==> config.mk <==
export PLATFORM = sky130hd
export DESIGN_NAME = data_mem_arbiter_flat
export DESIGN_NICKNAME = d
export VERILOG_FILES = /design/src/rtl/mem_arb_pkg.sv /design/src/rtl/data_mem_arbiter_if.sv /design/src/rtl/mem_dump_seq.sv /design/src/rtl/data_mem_arbiter.sv /design/src/flat_wrapper.sv
export SDC_FILE = /design/constraint.sdc
export NUM_CORES = 1
export LEC_CHECK = 0
export BUFFER_PORTS_ARGS = -buffer_cell sky130_fd_sc_hd__buf_2
export CAP_MARGIN = 30
export CORE_AREA = 5 5 89 91
export CTS_BUF_LIST = sky130_fd_sc_hd__clkbuf_2 sky130_fd_sc_hd__clkbuf_4 sky130_fd_sc_hd__clkbuf_8
export DETAILED_ROUTE_END_ITERATION = 12
export DIE_AREA = 0 0 94 96
export GPL_TIMING_DRIVEN = 0
export PLACE_DENSITY = 0.73
export RECOVER_POWER = 50
export SKIP_LAST_GASP = 1
export SLEW_MARGIN = 20
export SYNTH_ARGS = -nofsm -noshare
export SYNTH_HDL_FRONTEND = slang
export SYNTH_SLANG_ARGS = --single-unit
==> constraint.sdc <==
create_clock -name i_clock -period 3.6 [get_ports i_clock]
set_input_delay 0.54 -clock i_clock [delete_from_list [all_inputs] [get_ports i_clock]]
set_output_delay 0.54 -clock i_clock [all_outputs]
set_load 0.01 [all_outputs]
==> src/rtl/mem_arb_pkg.sv <==
// Shared types for the data-memory arbiter: dump FSM state encoding and an index-width helper.
package mem_arb_pkg;

    typedef enum logic [2:0] {
        StIdle = 3'd0,
        StRead = 3'd1,
        StWait = 3'd2,
        StSend = 3'd3,
        StDone = 3'd4
    } dump_state_e;

    function automatic int unsigned clog2(input int unsigned n);
        int unsigned r;
        r = 0;
        for (int unsigned v = n - 1; v > 0; v = v >> 1) begin
            r = r + 1;
        end
        return r;
    endfunction

endpackage

==> src/rtl/data_mem_arbiter_if.sv <==
// Debug-unit handshake plus data-memory bus seen by the arbiter (names from the arbiter's side).
// Optional debug write port present when MEM_ARB_DBG_WRITE_EN is defined.
interface data_mem_arbiter_if #(
    parameter int unsigned NB_ADDR = 32,
    parameter int unsigned NB_DATA = 32
);
    logic               i_dbg_dump_start;
    logic [NB_DATA-1:0] o_dbg_word;
    logic               o_dbg_word_valid;
    logic               i_dbg_word_ready;
    logic               o_dbg_busy;
    logic               o_dbg_done;
    logic               o_dbg_abort;
    logic               o_mem_read;
    logic               o_mem_write;
    logic [NB_ADDR-1:0] o_mem_addr;
    logic [NB_DATA-1:0] o_mem_wdata;
    logic [NB_DATA-1:0] i_mem_rdata;
`ifdef MEM_ARB_DBG_WRITE_EN
    logic               i_dbg_wr;
    logic [NB_ADDR-1:0] i_dbg_wr_addr;
    logic [NB_DATA-1:0] i_dbg_wr_data;
`endif

    modport slave (
        input  i_dbg_dump_start, i_dbg_word_ready, i_mem_rdata,
`ifdef MEM_ARB_DBG_WRITE_EN
        input  i_dbg_wr, i_dbg_wr_addr, i_dbg_wr_data,
`endif
        output o_dbg_word, o_dbg_word_valid, o_dbg_busy, o_dbg_done, o_dbg_abort,
        output o_mem_read, o_mem_write, o_mem_addr, o_mem_wdata
    );

    modport master (
        output i_dbg_dump_start, i_dbg_word_ready, i_mem_rdata,
`ifdef MEM_ARB_DBG_WRITE_EN
        output i_dbg_wr, i_dbg_wr_addr, i_dbg_wr_data,
`endif
        input  o_dbg_word, o_dbg_word_valid, o_dbg_busy, o_dbg_done, o_dbg_abort,
        input  o_mem_read, o_mem_write, o_mem_addr, o_mem_wdata
    );

endinterface

==> src/rtl/mem_dump_seq.sv <==
// Memory-dump sequencer: walks every word, reads it, and hands it to the debug unit.
module mem_dump_seq
    import mem_arb_pkg::*;
#(
    parameter int unsigned NB_ADDR     = 32,
    parameter int unsigned NB_DATA     = 32,
    parameter int unsigned MEM_DEPTH   = 32,
    parameter int unsigned ADDR_STRIDE = 1
) (
    input  logic               clk_i,
    input  logic               rst_i,
    input  logic               halted_i,
    input  logic               start_i,
    input  logic               word_ready_i,
    input  logic [NB_DATA-1:0] mem_rdata_i,
    output logic               busy_o,
    output logic               mem_read_o,
    output logic [NB_ADDR-1:0] mem_addr_o,
    output logic [NB_DATA-1:0] word_o,
    output logic               word_valid_o,
    output logic               done_o,
    output logic               abort_o
);
    localparam int unsigned IdxW = clog2(MEM_DEPTH);

    dump_state_e        state_q;
    logic [IdxW-1:0]    idx_q;
    logic [NB_DATA-1:0] word_q;
    logic               abort_q;
    logic               last_word;

    assign last_word = (idx_q == IdxW'(MEM_DEPTH - 1));

    always_ff @(posedge clk_i) begin
        if (rst_i) begin
            state_q <= StIdle;
            idx_q   <= '0;
            word_q  <= '0;
            abort_q <= 1'b0;
        end else begin
            abort_q <= 1'b0;
            unique case (state_q)
                StIdle: begin
                    if (start_i && halted_i) begin
                        state_q <= StRead;
                        idx_q   <= '0;
                    end
                end
                StRead: begin
                    if (!halted_i) begin
                        state_q <= StIdle;
                        abort_q <= 1'b1;
                    end else begin
                        state_q <= StWait;
                    end
                end
                StWait: begin
                    if (!halted_i) begin
                        state_q <= StIdle;
                        abort_q <= 1'b1;
                    end else begin
                        word_q  <= mem_rdata_i;
                        state_q <= StSend;
                    end
                end
                StSend: begin
                    // Abort wins over a simultaneous ready; valid is already gated by halted.
                    if (!halted_i) begin
                        state_q <= StIdle;
                        abort_q <= 1'b1;
                    end else if (word_ready_i) begin
                        if (last_word) begin
                            state_q <= StDone;
                        end else begin
                            idx_q   <= idx_q + IdxW'(1);
                            state_q <= StRead;
                        end
                    end
                end
                StDone:  state_q <= StIdle;
                default: state_q <= StIdle;
            endcase
        end
    end

    assign busy_o       = (state_q != StIdle);
    assign mem_read_o   = (state_q == StRead);
    assign mem_addr_o   = NB_ADDR'(idx_q) * NB_ADDR'(ADDR_STRIDE);
    assign word_o       = word_q;
    assign word_valid_o = (state_q == StSend) && halted_i;
    assign done_o       = (state_q == StDone);
    assign abort_o      = abort_q;

endmodule

==> src/rtl/data_mem_arbiter.sv <==
// Data-memory ownership mux: pipeline in IDLE, dump sequencer while busy.
// MEM_ARB_DBG_WRITE_EN adds a debug write path that overrides the pipeline while halted and idle.
module data_mem_arbiter
    import mem_arb_pkg::*;
#(
    parameter int unsigned NB_ADDR     = 32,
    parameter int unsigned NB_DATA     = 32,
    parameter int unsigned MEM_DEPTH   = 32,
    parameter int unsigned ADDR_STRIDE = 1
) (
    input  logic                i_clock,
    input  logic                i_reset,
    input  logic                i_pipe_halted,
    input  logic                i_pipe_mem_read,
    input  logic                i_pipe_mem_write,
    input  logic [NB_ADDR-1:0]  i_pipe_addr,
    input  logic [NB_DATA-1:0]  i_pipe_wdata,
    output logic [NB_DATA-1:0]  o_pipe_rdata,
    data_mem_arbiter_if.slave   bus
);
    logic               seq_busy;
    logic               seq_read;
    logic [NB_ADDR-1:0] seq_addr;
    logic [NB_DATA-1:0] seq_word;
    logic               seq_valid;
    logic               seq_done;
    logic               seq_abort;
    logic               start_req;

`ifdef MEM_ARB_DBG_WRITE_EN
    // A debug write in the same cycle as a dump request takes precedence.
    assign start_req = bus.i_dbg_dump_start && !bus.i_dbg_wr;
`else
    assign start_req = bus.i_dbg_dump_start;
`endif

    mem_dump_seq #(
        .NB_ADDR     (NB_ADDR),
        .NB_DATA     (NB_DATA),
        .MEM_DEPTH   (MEM_DEPTH),
        .ADDR_STRIDE (ADDR_STRIDE)
    ) u_seq (
        .clk_i        (i_clock),
        .rst_i        (i_reset),
        .halted_i     (i_pipe_halted),
        .start_i      (start_req),
        .word_ready_i (bus.i_dbg_word_ready),
        .mem_rdata_i  (bus.i_mem_rdata),
        .busy_o       (seq_busy),
        .mem_read_o   (seq_read),
        .mem_addr_o   (seq_addr),
        .word_o       (seq_word),
        .word_valid_o (seq_valid),
        .done_o       (seq_done),
        .abort_o      (seq_abort)
    );

    always_comb begin
        bus.o_mem_read  = i_pipe_mem_read;
        bus.o_mem_write = i_pipe_mem_write;
        bus.o_mem_addr  = i_pipe_addr;
        bus.o_mem_wdata = i_pipe_wdata;
        if (seq_busy) begin
            bus.o_mem_read  = seq_read;
            bus.o_mem_write = 1'b0;
            bus.o_mem_addr  = seq_addr;
            bus.o_mem_wdata = '0;
        end
`ifdef MEM_ARB_DBG_WRITE_EN
        else if (i_pipe_halted && bus.i_dbg_wr) begin
            bus.o_mem_read  = 1'b0;
            bus.o_mem_write = 1'b1;
            bus.o_mem_addr  = bus.i_dbg_wr_addr;
            bus.o_mem_wdata = bus.i_dbg_wr_data;
        end
`endif
    end

    assign o_pipe_rdata         = bus.i_mem_rdata;
    assign bus.o_dbg_word       = seq_word;
    assign bus.o_dbg_word_valid = seq_valid;
    assign bus.o_dbg_busy       = seq_busy;
    assign bus.o_dbg_done       = seq_done;
    assign bus.o_dbg_abort      = seq_abort;

endmodule
==> src/flat_wrapper.sv <==
// flat-port wrapper written by rule: the top's interface ports become plain ports
module data_mem_arbiter_flat import mem_arb_pkg::*;
#(
    parameter int unsigned NB_ADDR     = 32,
    parameter int unsigned NB_DATA     = 32,
    parameter int unsigned MEM_DEPTH   = 32,
    parameter int unsigned ADDR_STRIDE = 1
)
  (i_clock, i_reset, i_pipe_halted, i_pipe_mem_read, i_pipe_mem_write, i_pipe_addr, i_pipe_wdata, o_pipe_rdata, bus_i_dbg_dump_start, bus_i_dbg_word_ready, bus_i_mem_rdata, bus_o_dbg_word, bus_o_dbg_word_valid, bus_o_dbg_busy, bus_o_dbg_done, bus_o_dbg_abort, bus_o_mem_read, bus_o_mem_write, bus_o_mem_addr, bus_o_mem_wdata);
  data_mem_arbiter_if #(.NB_ADDR(NB_ADDR), .NB_DATA(NB_DATA)) bus_i ();
  input  logic i_clock;
  input  logic i_reset;
  input  logic i_pipe_halted;
  input  logic i_pipe_mem_read;
  input  logic i_pipe_mem_write;
  input  logic [NB_ADDR-1:0] i_pipe_addr;
  input  logic [NB_DATA-1:0] i_pipe_wdata;
  output logic [NB_DATA-1:0] o_pipe_rdata;
  input wire logic [$bits(bus_i.i_dbg_dump_start)-1:0] bus_i_dbg_dump_start;
  input wire logic [$bits(bus_i.i_dbg_word_ready)-1:0] bus_i_dbg_word_ready;
  input wire logic [$bits(bus_i.i_mem_rdata)-1:0] bus_i_mem_rdata;
  output wire logic [$bits(bus_i.o_dbg_word)-1:0] bus_o_dbg_word;
  output wire logic [$bits(bus_i.o_dbg_word_valid)-1:0] bus_o_dbg_word_valid;
  output wire logic [$bits(bus_i.o_dbg_busy)-1:0] bus_o_dbg_busy;
  output wire logic [$bits(bus_i.o_dbg_done)-1:0] bus_o_dbg_done;
  output wire logic [$bits(bus_i.o_dbg_abort)-1:0] bus_o_dbg_abort;
  output wire logic [$bits(bus_i.o_mem_read)-1:0] bus_o_mem_read;
  output wire logic [$bits(bus_i.o_mem_write)-1:0] bus_o_mem_write;
  output wire logic [$bits(bus_i.o_mem_addr)-1:0] bus_o_mem_addr;
  output wire logic [$bits(bus_i.o_mem_wdata)-1:0] bus_o_mem_wdata;
  assign bus_i.i_dbg_dump_start = bus_i_dbg_dump_start;
  assign bus_i.i_dbg_word_ready = bus_i_dbg_word_ready;
  assign bus_i.i_mem_rdata = bus_i_mem_rdata;
  assign bus_o_dbg_word = bus_i.o_dbg_word;
  assign bus_o_dbg_word_valid = bus_i.o_dbg_word_valid;
  assign bus_o_dbg_busy = bus_i.o_dbg_busy;
  assign bus_o_dbg_done = bus_i.o_dbg_done;
  assign bus_o_dbg_abort = bus_i.o_dbg_abort;
  assign bus_o_mem_read = bus_i.o_mem_read;
  assign bus_o_mem_write = bus_i.o_mem_write;
  assign bus_o_mem_addr = bus_i.o_mem_addr;
  assign bus_o_mem_wdata = bus_i.o_mem_wdata;
  data_mem_arbiter #(.NB_ADDR(NB_ADDR), .NB_DATA(NB_DATA), .MEM_DEPTH(MEM_DEPTH), .ADDR_STRIDE(ADDR_STRIDE)) u_core (.i_clock(i_clock), .i_reset(i_reset), .i_pipe_halted(i_pipe_halted), .i_pipe_mem_read(i_pipe_mem_read), .i_pipe_mem_write(i_pipe_mem_write), .i_pipe_addr(i_pipe_addr), .i_pipe_wdata(i_pipe_wdata), .o_pipe_rdata(o_pipe_rdata), .bus(bus_i));
endmodule
Yosys cells after proc, flatten, opt, wreduce, memory -nomap -nowiden
Cells that the tools add are included.
{"block": "totals", "out_inout_bits": 134, "register_bits": 41, "input_bits": 103}
{"block": "op_classes", "mux": 17, "n_eq_ne": 10, "addsub": 1, "n_reduce_logical": 10, "bitwise_logic": 1}
{"op": "2-to-1 mux 32 bit", "count": 2}
{"op": "2-to-1 mux 5 bit", "count": 4}
{"op": "2-to-1 mux 3 bit", "count": 4}
{"op": "one-hot mux 3 bit (4 select lines)", "count": 1}
{"op": "one-hot mux 5 bit (2 select lines)", "count": 1}
{"op": "inequality test 2 bit (second input constant)", "count": 4}
{"op": "equality test 3 x 2 -> 1 bit (second input constant)", "count": 2}
{"op": "adder 5 x 1 -> 5 bit (second input constant)", "count": 1}
{"op": "equality test 5 bit (second input constant)", "count": 1}
{"op": "AND reduction 5 bit", "count": 1}
{"op": "2-to-1 mux 2 bit", "count": 2}
{"op": "AND reduction 2 bit", "count": 2}
{"op": "equality test 3 x 1 -> 1 bit (second input constant)", "count": 1}
{"op": "equality test 3 bit (second input constant)", "count": 1}
{"op": "zero test 3 bit", "count": 1}
{"op": "2-to-1 mux 1 bit", "count": 3}
{"op": "inequality test 3 bit (second input constant)", "count": 1}
{"op": "nonzero test 3 bit", "count": 1}
{"op": "OR reduction 3 bit", "count": 1}
{"op": "logical AND 1 bit", "count": 2}
{"op": "nonzero test 2 bit", "count": 1}
{"op": "OR reduction 2 bit", "count": 1}
{"op": "NOT 1 bit", "count": 1}

Depth between registers and ports, before layout
{"block": "logic_depth", "ltp_word": 5, "mapped_depth": 7, "ltp_nobuf": 7}

Cells and area by module
Synthesis repeated with hierarchy kept, for this count alone.
{"block": "hier_totals", "hier_cells": 335, "hier_area_um2": 2832.7}
{"module": "mem_dump_seq", "instances": 1, "area_each_um2": 1944.4, "cells_per_inst": 230, "seq_area_each_um2": 820.8}
{"module": "data_mem_arbiter", "instances": 1, "area_each_um2": 888.4, "cells_per_inst": 105, "seq_area_each_um2": 0.0}

Worst setup path before layout
Ideal clock, no wire load.
{"block": "synth_path", "path_kind": "register -> register", "from": "reg u_core.u_seq.idx_q[0]", "to": "reg u_core.u_seq.idx_q[3]", "setup_slack_ps": 1825, "n_path_buf": 0, "path_stages_with_launch": 8, "arrival_time_ps": 1655, "synth_period_minus_slack_ps": 1775, "cell_sequence": "dfxtp_1 -> ha_1 -> and3_1 -> ha_1 -> nand2b_1 -> o2bb2ai_2 -> a31oi_2 -> a211o_1"}
{"block": "synth_via", "elab_chain_len": 5, "elab_cells_between_ends": 8}
{"element": "from (decl)", "line": "mem_dump_seq.sv:27", "source": "logic [IdxW-1:0] idx_q;"}
{"element": "from (signal assigned)", "line": "mem_dump_seq.sv:75", "source": "idx_q <= idx_q + IdxW'(1);"}
{"element": "adder 5 x 1 -> 5 bit", "line": "mem_dump_seq.sv:75"}
{"element": "2-to-1 mux 5 bit", "line": "mem_dump_seq.sv:72", "source": "if (last_word) begin"}
{"element": "2-to-1 mux 5 bit", "line": "mem_dump_seq.sv:71", "source": "end else if (word_ready_i) begin"}
{"element": "2-to-1 mux 5 bit", "line": "mem_dump_seq.sv:68", "source": "if (!halted_i) begin"}
{"element": "one-hot mux 5 bit (2 select lines)", "line": "mem_dump_seq.sv:42", "source": "unique case (state_q)"}
Parallel ways exist; a longest one is shown, timed or not. The select of a mux whose other input is x is not followed.
A chain may end at the register's enable or synchronous reset.

Final worst setup path
{"block": "layout_path", "from": "reg u_core.u_seq.state_q[0]", "to": "out bus_o_mem_addr[2]"}
{"block": "layout_via", "elab_chain_len": 2}
{"element": "from (decl)", "line": "mem_dump_seq.sv:26", "source": "dump_state_e state_q;"}
{"element": "from (signal assigned)", "line": "mem_dump_seq.sv:36", "source": "state_q <= StIdle;"}
{"element": "from (signal assigned)", "line": "mem_dump_seq.sv:45", "source": "state_q <= StRead;"}
{"element": "from (signal assigned)", "line": "mem_dump_seq.sv:51", "source": "state_q <= StIdle;"}
{"element": "nonzero test 3 bit", "line": "mem_dump_seq.sv:86", "source": "assign busy_o = (state_q != StIdle);"}
{"element": "2-to-1 mux 32 bit", "line": "data_mem_arbiter.sv:63", "source": "if (seq_busy) begin"}
{"element": "to (decl)", "line": "flat_wrapper.sv:29", "source": "output wire logic [$bits(bus_i.o_mem_addr)-1:0] bus_o_mem_addr;"}
No other way between the ends.

==> impl_metrics.json <==
{
  "ys.flop_type": "dfxtp_1",
  "cts_tree": "built",
  "finalWorstPathRequiredPeriod_ns": 2.27,
  "clock_path_buffers": 2,
  "gp_congestion": 0.828,
  "grt_usage_pct": 16.2,
  "synthTopCellsByArea": "dfxtp_1 (34%), and2_1 (16%), buf_4 (11%)",
  "core-area_sq_um": 7060,
  "clkLatencyLatePin_ns": 0.28,
  "antennaDiodeCount": 0,
  "async_flop_share_pct": 0,
  "antenna_found_initial": 0,
  "synth_top_area_share_pct": 34.3,
  "drive_gt1_share_pct": 43.8,
  "cts_buffers": 5,
  "cp.required_ns": 3.06,
  "tightest_slew_ns": 0.539,
  "slew_violations": 0,
  "status": "finished, final reports clean",
  "cts.clk_slew.worst_paths_ns": 0.07,
  "skew_ns": 0.00245,
  "yosysTopAreaCell": "dfxtp_1",
  "ctsHtreeMaxLevel": 2,
  "totalWireLength_um": 8030,
  "grt-ovfl-total": 0,
  "netlist_area_sq_um": 2390,
  "switching_power_uw": 338,
  "hold_start": "u_core.u_seq.word_o[14]$_SDFFE_PP0P_",
  "max_slew_margin_pct": 64.0,
  "synth_edf_count": 0,
  "grt_pass1_wl_um": 11900,
  "antenna_left": 0,
  "tns_ns": 0,
  "switching_share_pct": 28.5,
  "root_buffer": "clkbuf_8",
  "ys_types": 35,
  "grt_pass1_vias": 2596,
  "ys_seq_area_share_pct": 34.3,
  "cp-start-kind": "register",
  "clkPwrFrac_pct": 29.2,
  "ctsResizeCount": 0,
  "via_count": 2799,
  "grt_start_max_net_pins": 13,
  "worstHoldPathType": "register to register",
  "dr.pass1.iters": 4,
  "synth_seq_cells": 41,
  "ys_warn_count": 0,
  "cts.sinks": 41,
  "fp.dieW_um": 94,
  "io_pins": 237,
  "dp_slack_ns": 1.62,
  "crit_chain": "buf_6, nor3_4, buf_4, mux2_2, buf_2",
  "post_cts_buffers": 0,
  "hpwlAfterDp_um": 6790,
  "cp_data_arrival_time_ns": 1.73,
  "layout_worst_path_cycle_share_pct": 63.0,
  "total_power_uw": 1190,
  "setup_viol": 0,
  "synthTopCellsByCount": "nand2_1 (66), and2_1 (60), dfxtp_1 (41)",
  "yosys.cell_count.top_type": "nand2_1",
  "pwr-share-comb_pct": 31.5,
  "crit_path_start": "u_core.u_seq.state_q[0]$_SDFFE_PP0P_",
  "die_y_um": 96,
  "area_delta_synth_final_pct": 55.2,
  "synthCells": 302,
  "drc": 0,
  "fmax_mhz": 441,
  "drt-initial-drc-count": 47,
  "critPathMaxFanout": 10,
  "vias_per_cell": 4.35,
  "worstSetupPathType": "register to primary output",
  "hold_buffers": 0,
  "reg2reg_from": "u_core.u_seq.idx_q[0]$_SDFFE_PP0P_",
  "setup_slack_ns": 1.33,
  "nets": 649,
  "slowest_delay_ns": 0.35,
  "power_density_nw_per_um2": 320,
  "pwr-share-seq_pct": 39.3,
  "cpMaxStageDelayCell": "dfxtp_1",
  "avgRoutedWirePerCell_um": 12.5,
  "start_util_pct": 33.9,
  "avgSynthCellArea_sq_um": 7.91,
  "portBuffers": 235,
  "irDropWorstVdd_uv": 133,
  "end_kind": "primary output",
  "cap_violations": 0,
  "finalHoldViolCount": 0,
  "power.internal_uw": 849,
  "grt_setup_unrepaired": "no",
  "synth_nets": 407,
  "leakagePower_uw": 0.00179,
  "die_area_sq_um": 9020,
  "num_rows": 31
}
## power groups by stage
stage / combinational, uW / clock [uW] / sequential (uW)
floorplan: 204 / 0 / 480
finish: 375 / 346 / 467
detailed placement: 385 / 0 / 477
CTS: 387 / 363 / 466
global route: 412 / 378 / 468
global placement: 379 / 0 / 477
## stage by stage
step | util (%) | hold WS [ns] | std cells | cell area, sq um
floorplan | - | 0.473 | 302 | 2390
global placement | 52.3 | 0.439 | 636 | 3690
detailed placement | 52.3 | 0.443 | 636 | 3690
CTS | 53.7 | 0.454 | 643 | 3790
global route | 52.6 | 0.472 | 643 | 3710
finish | 52.6 | 0.453 | 643 | 3710
## state kept, by name, indices dropped and copies added, names as in the netlist
| name | cells |
|---|---|
| u_core.u_seq.abort_o | 1 |
| u_core.u_seq.idx_q | 5 |
| u_core.u_seq.state_q | 3 |
| u_core.u_seq.word_o | 32 |
## final cells by class
cell class / instances / area [sq um]
buffer: 54 / 383
clock buffer: 5 / 68.8
clock inverter: 2 / 35.0
fill: 739 / 3350
inverter: 5 / 18.8
multi-input combinational: 202 / 1170
sequential: 41 / 821
tap: 99 / 124
timing repair buffer: 235 / 1090
## layer usage
| layer | global-route usage, % | vias up | wire [um] |
|---|---|---|---|
| li1 | - | 1419 | - |
| met1 | 18.2 | 1240 | 3130 |
| met2 | 30.9 | 134 | 4140 |
| met3 | 3.91 | 6 | 702 |
| met4 | 3.49 | 0 | 63 |
| met5 | 0 | - | 0 |
## layout by cell type (no fill, tap or decap), types with 2 or more instances in the layout
cell type	Yosys	final
buf_4	34	34
nor2_1	2	2
a22o_1	2	2
and3_1	2	2
nor3_2	2	2
clkbuf_8	0	5
buf_2	4	172
mux2_2	6	6
a21oi_1	33	33
clkbuf_2	3	3
a211o_1	2	2
nand2_1	66	66
clkbuf_1	7	74
nand2_2	2	2
a31oi_1	2	2
buf_6	6	6
ha_1	2	2
and2_1	60	60
nor4_1	2	2
inv_1	5	5
nor3_1	3	3
dfxtp_1	41	41
nor4b_1	2	2
nand2b_1	2	2
## path summary, 6_finish.rpt
kind	end	slack, ns	cells past startpoint
hold reg to reg	u_core.u_seq.word_o[14]$_SDFFE_PP0P_	0.45	2
hold / removal	u_core.u_seq.word_o[14]$_SDFFE_PP0P_	0.45	2
setup / recovery	bus_o_mem_addr[2]	1.33	5
setup reg to reg	u_core.u_seq.idx_q[3]$_SDFFE_PP0P_	1.67	7
## critical path, delay by kind of cell (launching register included)
family	cells	cell delay, ns
muxes	1	0.34
buffers and inverters	3	0.51
DFF	1	0.35
and+or+nand+nor	1	0.23
## logic make-up after synthesis
logic type | Yosys count | synth area share (%)
buf+inv | 59 | 16.9
fa+ha+maj | 2 | 1.05
flops | 41 | 34.3
simple gates | 150 | 33.8
mux | 6 | 2.83
compound gates | 44 | 11.2
Note: power is estimated with default switching activity, not from simulation.
